===== config.mk =====
export PLATFORM = sky130hd
export DESIGN_NAME = display_counter_datapath
export DESIGN_NICKNAME = d
export VERILOG_FILES = /design/src/rtl/display_counter_datapath.sv
export SDC_FILE = /design/constraint.sdc
export NUM_CORES = 1
export LEC_CHECK = 0
export ABC_CLOCK_PERIOD_IN_PS = 6500
export CORE_MARGIN = 5
export CORE_UTILIZATION = 40
export CTS_CLUSTER_SIZE = 16
export DETAILED_ROUTE_END_ITERATION = 10
export GPL_ROUTABILITY_DRIVEN = 1
export PLACE_DENSITY = 0.75
export SLEW_MARGIN = 20
export SYNTH_ARGS = -nofsm -noshare
export SYNTH_HDL_FRONTEND = slang
export SYNTH_SLANG_ARGS = --single-unit

===== constraint.sdc =====
create_clock -name clock -period 6.5 [get_ports clock]
set_input_delay 1.625 -clock clock [delete_from_list [all_inputs] [get_ports clock]]
set_output_delay 1.625 -clock clock [all_outputs]
set_load 0.03 [all_outputs]

===== src/rtl/display_counter_datapath.sv =====
// rtl/display_counter_datapath.sv - pixel/line/blank counters, ping-pong buffer addresses and occupancy flags
module display_counter_datapath #(
    parameter int CW        = 10,
    parameter int H_ACTIVE  = 640,
    parameter int H_TOTAL   = 800,
    parameter int V_ACTIVE  = 480,
    parameter int V_TOTAL   = 525,
    parameter int VB_LINES  = 45,
    parameter int BUF_DEPTH = 640
) (
    input  logic          clock,
    input  logic          reset,
    input  logic          IncPx,
    input  logic          ResetPx,
    input  logic          IncLine,
    input  logic          ResetLine,
    input  logic          SyncVB,
    input  logic          IncAddr0,
    input  logic          ResetAddr0,
    input  logic          IncAddr1,
    input  logic          ResetAddr1,
    input  logic          WE0,
    input  logic          RE0,
    input  logic          WE1,
    input  logic          RE1,
    output logic [CW-1:0] Pxout,
    output logic [CW-1:0] Lineout,
    output logic [CW-1:0] VBout,
    output logic [CW-1:0] AIPout,
    output logic [CW-1:0] AILout,
    output logic [CW-1:0] Addr0,
    output logic [CW-1:0] Addr1,
    output logic          AddrWrap0,
    output logic          AddrWrap1,
    output logic          Buf0Empty,
    output logic          Buf1Empty,
    output logic          Buf0Full,
    output logic          Buf1Full,
    output logic          ActiveVideo
);

    localparam int FW = $clog2(BUF_DEPTH + 1);

    localparam logic [CW-1:0] PX_LAST   = CW'(H_TOTAL - 1);
    localparam logic [CW-1:0] LINE_LAST = CW'(V_TOTAL - 1);
    localparam logic [CW-1:0] VB_LAST   = CW'(VB_LINES - 1);
    localparam logic [CW-1:0] H_ACT     = CW'(H_ACTIVE);
    localparam logic [CW-1:0] V_ACT     = CW'(V_ACTIVE);
    localparam logic [CW-1:0] ADDR_LAST = CW'(BUF_DEPTH - 1);
    localparam logic [FW-1:0] FILL_MAX  = FW'(BUF_DEPTH);

    logic [FW-1:0] fill0, fill1;

    logic [CW-1:0] px_next, line_next, vb_next, aip_next, ail_next;
    logic [CW-1:0] addr0_next, addr1_next;
    logic          wrap0_next, wrap1_next;
    logic [FW-1:0] fill0_next, fill1_next;

    // Next-state for the pixel, line, blank and active-image counters
    always_comb begin
        px_next = Pxout;
        if (ResetPx)
            px_next = '0;
        else if (IncPx)
            px_next = (Pxout == PX_LAST) ? '0 : Pxout + 1'b1;

        line_next = Lineout;
        if (ResetLine)
            line_next = '0;
        else if (IncLine)
            line_next = (Lineout == LINE_LAST) ? '0 : Lineout + 1'b1;

        vb_next = VBout;
        if (!SyncVB)
            vb_next = '0;
        else if (IncLine && (VBout != VB_LAST))
            vb_next = VBout + 1'b1;

        // Active-image indices clamp to the last active position during blanking
        aip_next = (px_next < H_ACT) ? px_next : H_ACT - 1'b1;
        if (SyncVB)
            ail_next = '0;
        else
            ail_next = (line_next < V_ACT) ? line_next : V_ACT - 1'b1;
    end

    // Next-state for both line-buffer address counters and their wrap pulses
    always_comb begin
        addr0_next = Addr0;
        wrap0_next = 1'b0;
        if (ResetAddr0) begin
            addr0_next = '0;
        end else if (IncAddr0) begin
            if (Addr0 == ADDR_LAST) begin
                addr0_next = '0;
                wrap0_next = 1'b1;
            end else begin
                addr0_next = Addr0 + 1'b1;
            end
        end

        addr1_next = Addr1;
        wrap1_next = 1'b0;
        if (ResetAddr1) begin
            addr1_next = '0;
        end else if (IncAddr1) begin
            if (Addr1 == ADDR_LAST) begin
                addr1_next = '0;
                wrap1_next = 1'b1;
            end else begin
                addr1_next = Addr1 + 1'b1;
            end
        end
    end

    // Next-state for the buffer fill levels; simultaneous write+read leaves fill unchanged
    always_comb begin
        fill0_next = fill0;
        unique case ({WE0, RE0})
            2'b10:   if (fill0 != FILL_MAX) fill0_next = fill0 + 1'b1;
            2'b01:   if (fill0 != '0)       fill0_next = fill0 - 1'b1;
            default: fill0_next = fill0;
        endcase

        fill1_next = fill1;
        unique case ({WE1, RE1})
            2'b10:   if (fill1 != FILL_MAX) fill1_next = fill1 + 1'b1;
            2'b01:   if (fill1 != '0)       fill1_next = fill1 - 1'b1;
            default: fill1_next = fill1;
        endcase
    end

    // Register every output; reset overrides all strobes
    always_ff @(posedge clock) begin
        if (reset) begin
            Pxout     <= '0;
            Lineout   <= '0;
            VBout     <= '0;
            AIPout    <= '0;
            AILout    <= '0;
            Addr0     <= '0;
            Addr1     <= '0;
            AddrWrap0 <= 1'b0;
            AddrWrap1 <= 1'b0;
            fill0     <= '0;
            fill1     <= '0;
            Buf0Empty <= 1'b1;
            Buf1Empty <= 1'b1;
            Buf0Full  <= 1'b0;
            Buf1Full  <= 1'b0;
        end else begin
            Pxout     <= px_next;
            Lineout   <= line_next;
            VBout     <= vb_next;
            AIPout    <= aip_next;
            AILout    <= ail_next;
            Addr0     <= addr0_next;
            Addr1     <= addr1_next;
            AddrWrap0 <= wrap0_next;
            AddrWrap1 <= wrap1_next;
            fill0     <= fill0_next;
            fill1     <= fill1_next;
            Buf0Empty <= (fill0_next == '0);
            Buf1Empty <= (fill1_next == '0);
            Buf0Full  <= (fill0_next == FILL_MAX);
            Buf1Full  <= (fill1_next == FILL_MAX);
        end
    end

    // Active window decode straight from the registered counts
    always_comb begin
        ActiveVideo = (Pxout < H_ACT) && (Lineout < V_ACT) && !SyncVB;
    end

endmodule


## Yosys cells after proc, flatten, opt, wreduce, memory -nomap -nowiden

Index checks and enable logic that the tools add are counted.
Widths: inputs -> output; s select.

| word-level totals | value |
|---|---|
| logic and storage cells | 82 |
| bits of input ports | 15 |
| output and inout bits | 77 |
| bits in registers | 96 |

| cells by class | value |
|---|---|
| reduce and logical (&&, ||, !) cells | 16 |
| bitwise gates (word level) | 5 |
| equality and inequality tests | 13 |
| $lt $le $gt $ge | 4 |
| muxes and demuxes | 18 |
| add/subtract/negate cells | 9 |

Operators with widths:

| operator | number |
|---|---|
| $mux 10 | 13 |
| $add 10x1->10 const B | 7 |
| $eq 10x10->1 const B | 6 |
| $pmux 10 s2 | 2 |
| $logic_not 10->1 | 2 |
| $lt 10x10->1 const B | 2 |
| $lt 10x9->1 const B | 2 |
| $ne 10x10->1 const B | 2 |
| $reduce_bool 10->1 | 2 |
| $sub 10x1->10 const B | 2 |
| $ne 10x6->1 const B | 1 |
| $reduce_or 2->1 | 5 |
| $mux 9 | 1 |
| $reduce_or 3->1 | 3 |
| $not 1->1 | 5 |
| $eq 2x1->1 const B | 2 |
| $eq 2x2->1 const B | 2 |
| $logic_and 1x1->1 | 3 |
| $mux 1 | 2 |
| $logic_not 1->1 | 1 |

## Depth between registers and ports, before layout

Gate-level depths: netlist of run 1.

| depth | value |
|---|---|
| depth after elaboration | 7 |
| gate-level depth with buffers | 10 |
| gate-level depth less buffers | 8 |

## Worst setup path after synthesis of run 1

No wires, ideal clock.

| timing path | value |
|---|---|
| kind | input port to flip-flop |
| from | input WE1 |
| to | register Buf1Empty |
| stages on the path | 9 |
| setup slack | 2.858 ns |
| path buffers | 2 |
| data required time | 6.404 ns |
| library setup time | 0.096 ns |
| data arrival time | 3.546 ns |
| cell sequence | inv_1 ha_1 clkbuf_1 clkbuf_1 a21o_1 a221oi_1 nand2_1 or4_1 o41ai_2 |

| on the way | value |
|---|---|
| cells in the longest elaborated chain, start to end | 3 |
| elaborated cells on any way between the ends | 4 |
| those cells by class | eq/ne: 2; mux: 1; reduce/logical: 1 |

Ends and longest elaborated chain:

| what | line | text |
|---|---|---|
| start, declared | 24 | `input logic WE1,` |
| $eq 2x1->1 or $eq 2x2->1 (tied branches) | 126 | `unique case ({WE1, RE1})` |
| $pmux 10 s2 * | 126 |  |
| $logic_not 10->1 * | 164 | `Buf1Empty <= (fill1_next == '0);` |
| end signal, assigned | 164 |  |
| end, declared | 36 | `output logic Buf1Empty,` |

Mark *: on every way between the ends. The rest lies on a longest branch, timed or not.
A chain may end at the register's enable or synchronous reset.

## Final worst setup path of run 1

| timing path | value |
|---|---|
| from | input SyncVB |
| to | output ActiveVideo |

| on the way | value |
|---|---|
| cells in the longest elaborated chain, start to end | 2 |

Ends and longest elaborated chain:

| what | line | text |
|---|---|---|
| start, declared | 17 | `input logic SyncVB,` |
| $logic_not 1->1 | 172 | `ActiveVideo = (Pxout < H_ACT) && (Lineout < V_ACT) && !SyncVB;` |
| $logic_and 1x1->1 | 172 |  |
| end, declared | 39 | `output logic ActiveVideo` |

No other way between the ends.

==> results of run 1 <==
-- where the power goes --
part	total, mW	switching, mW	leakage, nW	internal (mW)
sequential	0.629	0.0238	0.776	0.605
combinational	0.247	0.143	1.48	0.104
clock	0.560	0.248	0.159	0.312
total	1.44	0.415	2.41	1.02
-- through the flow --
step	instances	hold WS (ns)	util	setup WS [ns]	cell area [sq um]
2_1_floorplan	595	0.599	-	2.86	5000
3_3_place_gp	824	0.494	0.494	1.91	5990
3_5_place_dp	824	0.511	0.494	1.90	5990
4_1_cts	840	0.519	0.521	1.88	6310
5_1_grt	840	0.549	0.521	1.81	6310
6_report	840	0.518	0.521	1.89	6310
-- Yosys cell counts, drive strengths merged, types with 3 or more instances --
| master | count | area share |
|---|---|---|
| a21o | 4 | 0.0060 |
| a21oi | 20 | 0.020 |
| a221o | 3 | 0.0060 |
| a221oi | 3 | 0.0053 |
| a22o | 5 | 0.0088 |
| a31oi | 7 | 0.0088 |
| and2 | 6 | 0.0075 |
| and3 | 21 | 0.026 |
| buf | 7 | 0.011 |
| clkbuf | 24 | 0.018 |
| dfxtp | 96 | 0.38 |
| ha | 17 | 0.043 |
| inv | 28 | 0.021 |
| mux2 | 4 | 0.0090 |
| mux2i | 7 | 0.014 |
| nand2 | 38 | 0.029 |
| nand2b | 17 | 0.021 |
| nand3 | 19 | 0.019 |
| nand4 | 29 | 0.038 |
| nor2 | 83 | 0.062 |
| nor2b | 4 | 0.0050 |
| nor3 | 20 | 0.022 |
| nor4 | 7 | 0.0088 |
| nor4b | 4 | 0.010 |
| o21ai | 15 | 0.015 |
| o221a | 3 | 0.0068 |
| o22ai | 3 | 0.0038 |
| o31ai | 3 | 0.0045 |
| o41ai | 3 | 0.0083 |
| or2 | 3 | 0.0038 |
| or3 | 8 | 0.010 |
| or4 | 5 | 0.0083 |
| xnor2 | 11 | 0.019 |
| xor2 | 31 | 0.054 |
-- per-layer routing --
metal / routed length, um / global-route usage
met1: 5640 / 0.210
met2: 6290 / 0.292
met3: 805 / 0.0478
met4: 201 / 0.0623
met5: 0 / 0
-- critical path, stage by stage --
cell             delay, ns
clkdlybuf4s50_1       0.45
nor2_1                0.09
and3_1                0.15
clkdlybuf4s50_1       0.67
-- cells by family after synthesis --
| family | Yosys count |
|---|---|
| DFF | 96 |
| muxes | 11 |
| AOI/OAI and AO/OA | 94 |
| adders and majority gates | 17 |
| and+or+nand+nor | 274 |
| xor gates and xnor gates | 42 |
| other | 1 |
| buffers and inverters | 60 |
-- area by class of cell --
cell class | count | share of cell area
Clock inverter | 7 | 0.0155
Tap cell | 168 | 0.0333
Clock buffer | 9 | 0.0357
Inverter | 29 | 0.0172
Sequential cell | 96 | 0.305
Multi-Input combinational cell | 439 | 0.448
Timing Repair Buffer | 92 | 0.146
-- final timing paths --
| kind | to | depth (start not counted) | startpoint |
|---|---|---|---|
| min reg2reg | Addr1[1] | 2 | Addr1[1] |
| min | Addr1[1] | 2 | Addr1[1] |
| max | ActiveVideo | 4 | SyncVB |
| max reg2reg | Buf1Empty | 8 | fill1[0] |
==> out/summary.md, run 1 <==
• 0.413 — starting density of the core
• 0 ns — setup_tns
• 0 — max-cap check violation count
• 0 — count of hold buffers inserted by post-cts repair
• 12,900 um — total wirelength of the detailed-routed design
• 0.137 — synthesized-area fraction occupied by ao, oa, aoi and oai cells
• 0 — overflow left after global routing
• 0.0735 — xor/xnor share of the synthesized area
• 3 — number of levels in the clock H-tree
• 0.709 — post-route clock period utilization
• 2.98 ns — critical path arrival
• 0.903 — final weighted congestion of routability-driven global placement
• 9590 um — detailed placement HPWL
• 15.4 um — routed length per instance
• 0.0230 — mux contribution to synthesized area
• 0 — post-cts gate resize count
• 3 — largest fanout on the critical path
• 283 — Iter 0 DRT Violations
• 0 — hold violation total from the final report
• 0.173 — Total Routing Usage GR
• 96 — clock sink total
• dfxtp_1 — most common cell after layout, fill and taps aside
• 40 — site row count
• 3.61 ns — register-to-register setup slack
• 0 — number of synthesis warnings
• 2.41 nW — leakage power of the design
• simple AND/OR/NAND/NOR gates — largest family of logic cells by synthesized area
• 0.00500 sq mm — combined area of all synthesized cells
• 0.967 ns — Slew @ Worst Pin
• 0.07 ns — Clock transition at path regs
• 0.0121 sq mm — core box area
• 0.00283 sq mm — area taken by multi-input logic gates
• 0.00192 sq mm — Register Area
• reg2reg — Hold/Removal Path Class
• 0 — antenna violations before repair
• built — clock tree from TritonCTS
• 228 mW/mm^2 — power density over the cells
• 92 — count of boundary I/O pins
• 0 — post-route DRC violation count
• 0.34 ns — clk_lat worst skew
• 4.61 ns — shortest clock period the worst path allows after layout
• 1,164 — filler instances
• 26.2% — Area growth syn-to-layout
• 4,532 — vias in the first global route
• 0.0148 sq mm — die area
• false — RSZ-0062 raised after global routing
• 0.288 — synthesized-area fraction occupied by and/or/nand/nor cells
• 5.56 — routed via count divided by cell count
• 0.0425 — arithmetic-cell share of the synthesized area counting full adders, half adders and majority gates
• 5 — number of optimization iterations in the first detailed-route pass
• 217 MHz — maximum clock rate
• 0 — number of nets with antenna violations after routing
• 0 — total of endpoints with negative setup slack in the final report
• 0 — number of synthesized flops with an enable pin
• 8.41 sq um — Mapped Avg Cell Area
• 0.00892 ns — clock skew after layout
• 31 — maximum number of pins on one net before global-route repair
• 1.44 mW — Pwr Total
• 96 x dfxtp_1, 91 x clkdlybuf4s50_1, 83 x nor2_1, 38 x nand2_1, 31 x xor2_1 — top library cells by usage in the layout, fill and taps aside
• 2 — maximum count of clock buffers along a single path
• 96 — count of state elements after synthesis
• 122 um — die outline height
• 0 — number of buffers inserted by post-CTS setup repair
• 21,300 um — wire length of the first global-routing pass
• clkbuf_16 — Clock Root Buffer
• 0.0536 — fraction of layout cells with a size suffix above 1
• 0 — number of max-slew violations in the final report
• complete, no violations — result of the run
• 9 — number of buffers created by CTS
• 0.349 — headroom to the max-slew limit
• output port — Critical Path End Type
• 595 — Syn Inst Count
• 0.106 mV — maximum vdd ir drop
• 67 — Distinct cells, synth
• 627 — synthesized netlist net count
• 4,671 — number of vias after detailed routing
• 0 — ANT cells
• 91 — count of buffers from port buffering
• in2out — critical path class
• 4.88 ns — Req. time, crit path
• 0.384 — portion of the post-synthesis area used by sequential elements
• dfxtp_1 — Main synth FF type
• 0 — FFs w/ async S/R, synth
• input port — crit path launch type
• 699 — count of nets after finishing
• 122 um — width of the chip
Power figures use the tool's default switching activity.
==> inputs of run 2 (changes only) <==
ABC_CLOCK_PERIOD_IN_PS = 4600   (was 6500)
clock period = 4.6 ns   (was 6.5 ns; I/O delays follow)
==> out/summary.md, run 2 (same netlist as run 1, synthesis figures left out) <==
• 0 — count of hold buffers inserted by post-cts repair, unchanged
• 0.413 — starting density of the core, unchanged
• output port — Critical Path End Type
• 700 — count of nets after finishing, +0.14%
• 91 — count of buffers from port buffering, unchanged
• 0.174 — Total Routing Usage GR, +0.00164
• 40 — site row count, unchanged
• 12,800 um — total wirelength of the detailed-routed design, -1.4%
• 0.285 — switching share of power, -0.00432
• 0 — post-cts gate resize count, unchanged
• 0 ns — setup_tns, unchanged
• 0 — post-route DRC violation count, unchanged
• 15.2 um — routed length per instance, -1.5%
• 0.377 — headroom to the max-slew limit, +0.0278
• 2.51 ns — critical path arrival, -0.47 ns
• 0 — number of nets with antenna violations after routing, unchanged
• built — clock tree from TritonCTS
• clkbuf_16 — Clock Root Buffer
• 1.41 mW — cell-internal power, +38%
• 25.9% — Area growth syn-to-layout
• 0.796 — post-route clock period utilization
• 0 — number of max-slew violations in the final report, unchanged
• 5 — number of optimization iterations in the first detailed-route pass, unchanged
• 0.561 mW — switching power, +35%
• 5.47 — routed via count divided by cell count, -1.6%
• 0 — antenna violations before repair, unchanged
• 2.41 nW — leakage power of the design, -0.20%
• 3 — largest fanout on the critical path, unchanged
• 3 — number of levels in the clock H-tree, unchanged
• 0.0550 — fraction of layout cells with a size suffix above 1, +0.00141
• 0 — number of buffers inserted by post-CTS setup repair, unchanged
• 96 x dfxtp_1, 91 x clkdlybuf4s50_1, 83 x nor2_1, 38 x nand2_1, 31 x xor2_1 — top library cells by usage in the layout, fill and taps aside
• 21,500 um — wire length of the first global-routing pass, +0.94%
• 0 — total of endpoints with negative setup slack in the final report, unchanged
• 0.07 ns — Clock transition at path regs, about the same
• 0.901 — final weighted congestion of routability-driven global placement, -0.24%
• 0.452 — Flop pwr share, +0.014
• 0.371 — Clk pwr share, -0.019
• 1,159 — filler instances, -0.43%
• false — RSZ-0062 raised after global routing
• 841 — count of placed standard cells in the final layout, fillers left out, +0.12%
• 341 — Iter 0 DRT Violations, +20%
• 9470 um — detailed placement HPWL, -1.2%
• 4,454 — vias in the first global route, -1.7%
• 96 — clock sink total, unchanged
• 3.45 ns — Req. time, crit path, -1.43 ns
• 0 — ANT cells, unchanged
• 9 — number of buffers created by CTS, unchanged
• 313 mW/mm^2 — power density over the cells, +37%
• 0 — max-cap check violation count, unchanged
• in2out — critical path class
• 0 — overflow left after global routing, unchanged
• 3.66 ns — shortest clock period the worst path allows after layout
• input port — crit path launch type
• 122 um — die outline height, unchanged
• 0.0148 sq mm — die area, unchanged
• 0.00630 sq mm — design area, -0.18%
• 0 — hold violation total from the final report, unchanged
• dfxtp_1 — most common cell after layout, fill and taps aside
• 0.33 ns — clk_lat worst skew, about the same
• 0.0121 sq mm — core box area, unchanged
• 19 — maximum number of pins on one net before global-route repair, -39%
• 0.00192 sq mm — Register Area, unchanged
• 825 — dpl cells, +0.12%
• 4,602 — number of vias after detailed routing, -1.5%
• reg2reg — Hold/Removal Path Class
• complete, no violations — result of the run
• 0.926 ns — Slew @ Worst Pin, -0.0413 ns
• 122 um — width of the chip, unchanged
• 92 — count of boundary I/O pins, unchanged
• 273 MHz — maximum clock rate
• 0.149 mV — maximum vdd ir drop, +40%
• 0.00283 sq mm — area taken by multi-input logic gates, unchanged
• 2 — maximum count of clock buffers along a single path, unchanged
• 0.177 — combinational share of power, +0.005
• 0.00600 sq mm — instance area at placement, +0.13%
• 0.00468 ns — clock skew after layout, -0.00424 ns
==> run 2: changes by cell type in the layout (fill, tap and decap cells not counted), sizes merged <==
cell,delta
inv,-3
clkbuf,+2
clkinv,+2
buf,+1
bufinv,-1
==> run 2: per-layer routing <==
metal / up-vias / track usage / part of all wire
li1: 2269 / - / -
met1: 2152 / 0.223 / 0.45
met2: 162 / 0.292 / 0.47
met3: 19 / 0.0362 / 0.058
met4: 0 / 0.0623 / 0.017
met5: - / 0 / 0
==> run 2: metrics by stage <==
step / total power [mW] / hold slack [ns] / util / setup WS, ns
6_report: 1.97 / 0.523 / 0.520 / 0.938
5_1_grt: 2.07 / 0.564 / 0.520 / 0.723
3_3_place_gp: 1.25 / 0.494 / 0.495 / 0.718
2_1_floorplan: 1.17 / 0.599 / - / 1.43
3_5_place_dp: 1.25 / 0.514 / 0.495 / 0.608
4_1_cts: 1.99 / 0.525 / 0.520 / 0.935
==> run 2: path summary, 6_finish.rpt <==
path | from | end | slack [ns] | cells past startpoint
max | SyncVB | ActiveVideo | 0.94 | 4
min | Addr1[1] | Addr1[1] | 0.52 | 2
max reg2reg | fill0[0] | Buf0Empty | 1.82 | 8
min reg2reg | Addr1[1] | Addr1[1] | 0.52 | 2
==> run 2: final cells by class <==
type / instances / share of cell area
Clock buffer: 11 / 0.0401
Clock inverter: 5 / 0.00814
Inverter: 29 / 0.0173
Multi-Input combinational cell: 439 / 0.449
Sequential cell: 96 / 0.305
Tap cell: 168 / 0.0334
Timing Repair Buffer: 93 / 0.147
==> run 2: power groups by stage <==
stage | logic (mW) | registers, mW | clock network, mW
floorplan | 0.251 | 0.914 | 0
global placement | 0.342 | 0.909 | 0
detailed placement | 0.344 | 0.908 | 0
CTS | 0.346 | 0.889 | 0.755
global route | 0.380 | 0.895 | 0.793
finish | 0.349 | 0.890 | 0.731
==> run 2: worst max-delay path: stages <==
cell and delay, ns:
clkdlybuf4s50_1 0.45, nor2_1 0.10, and3_1 0.15, clkdlybuf4s50_1 0.66
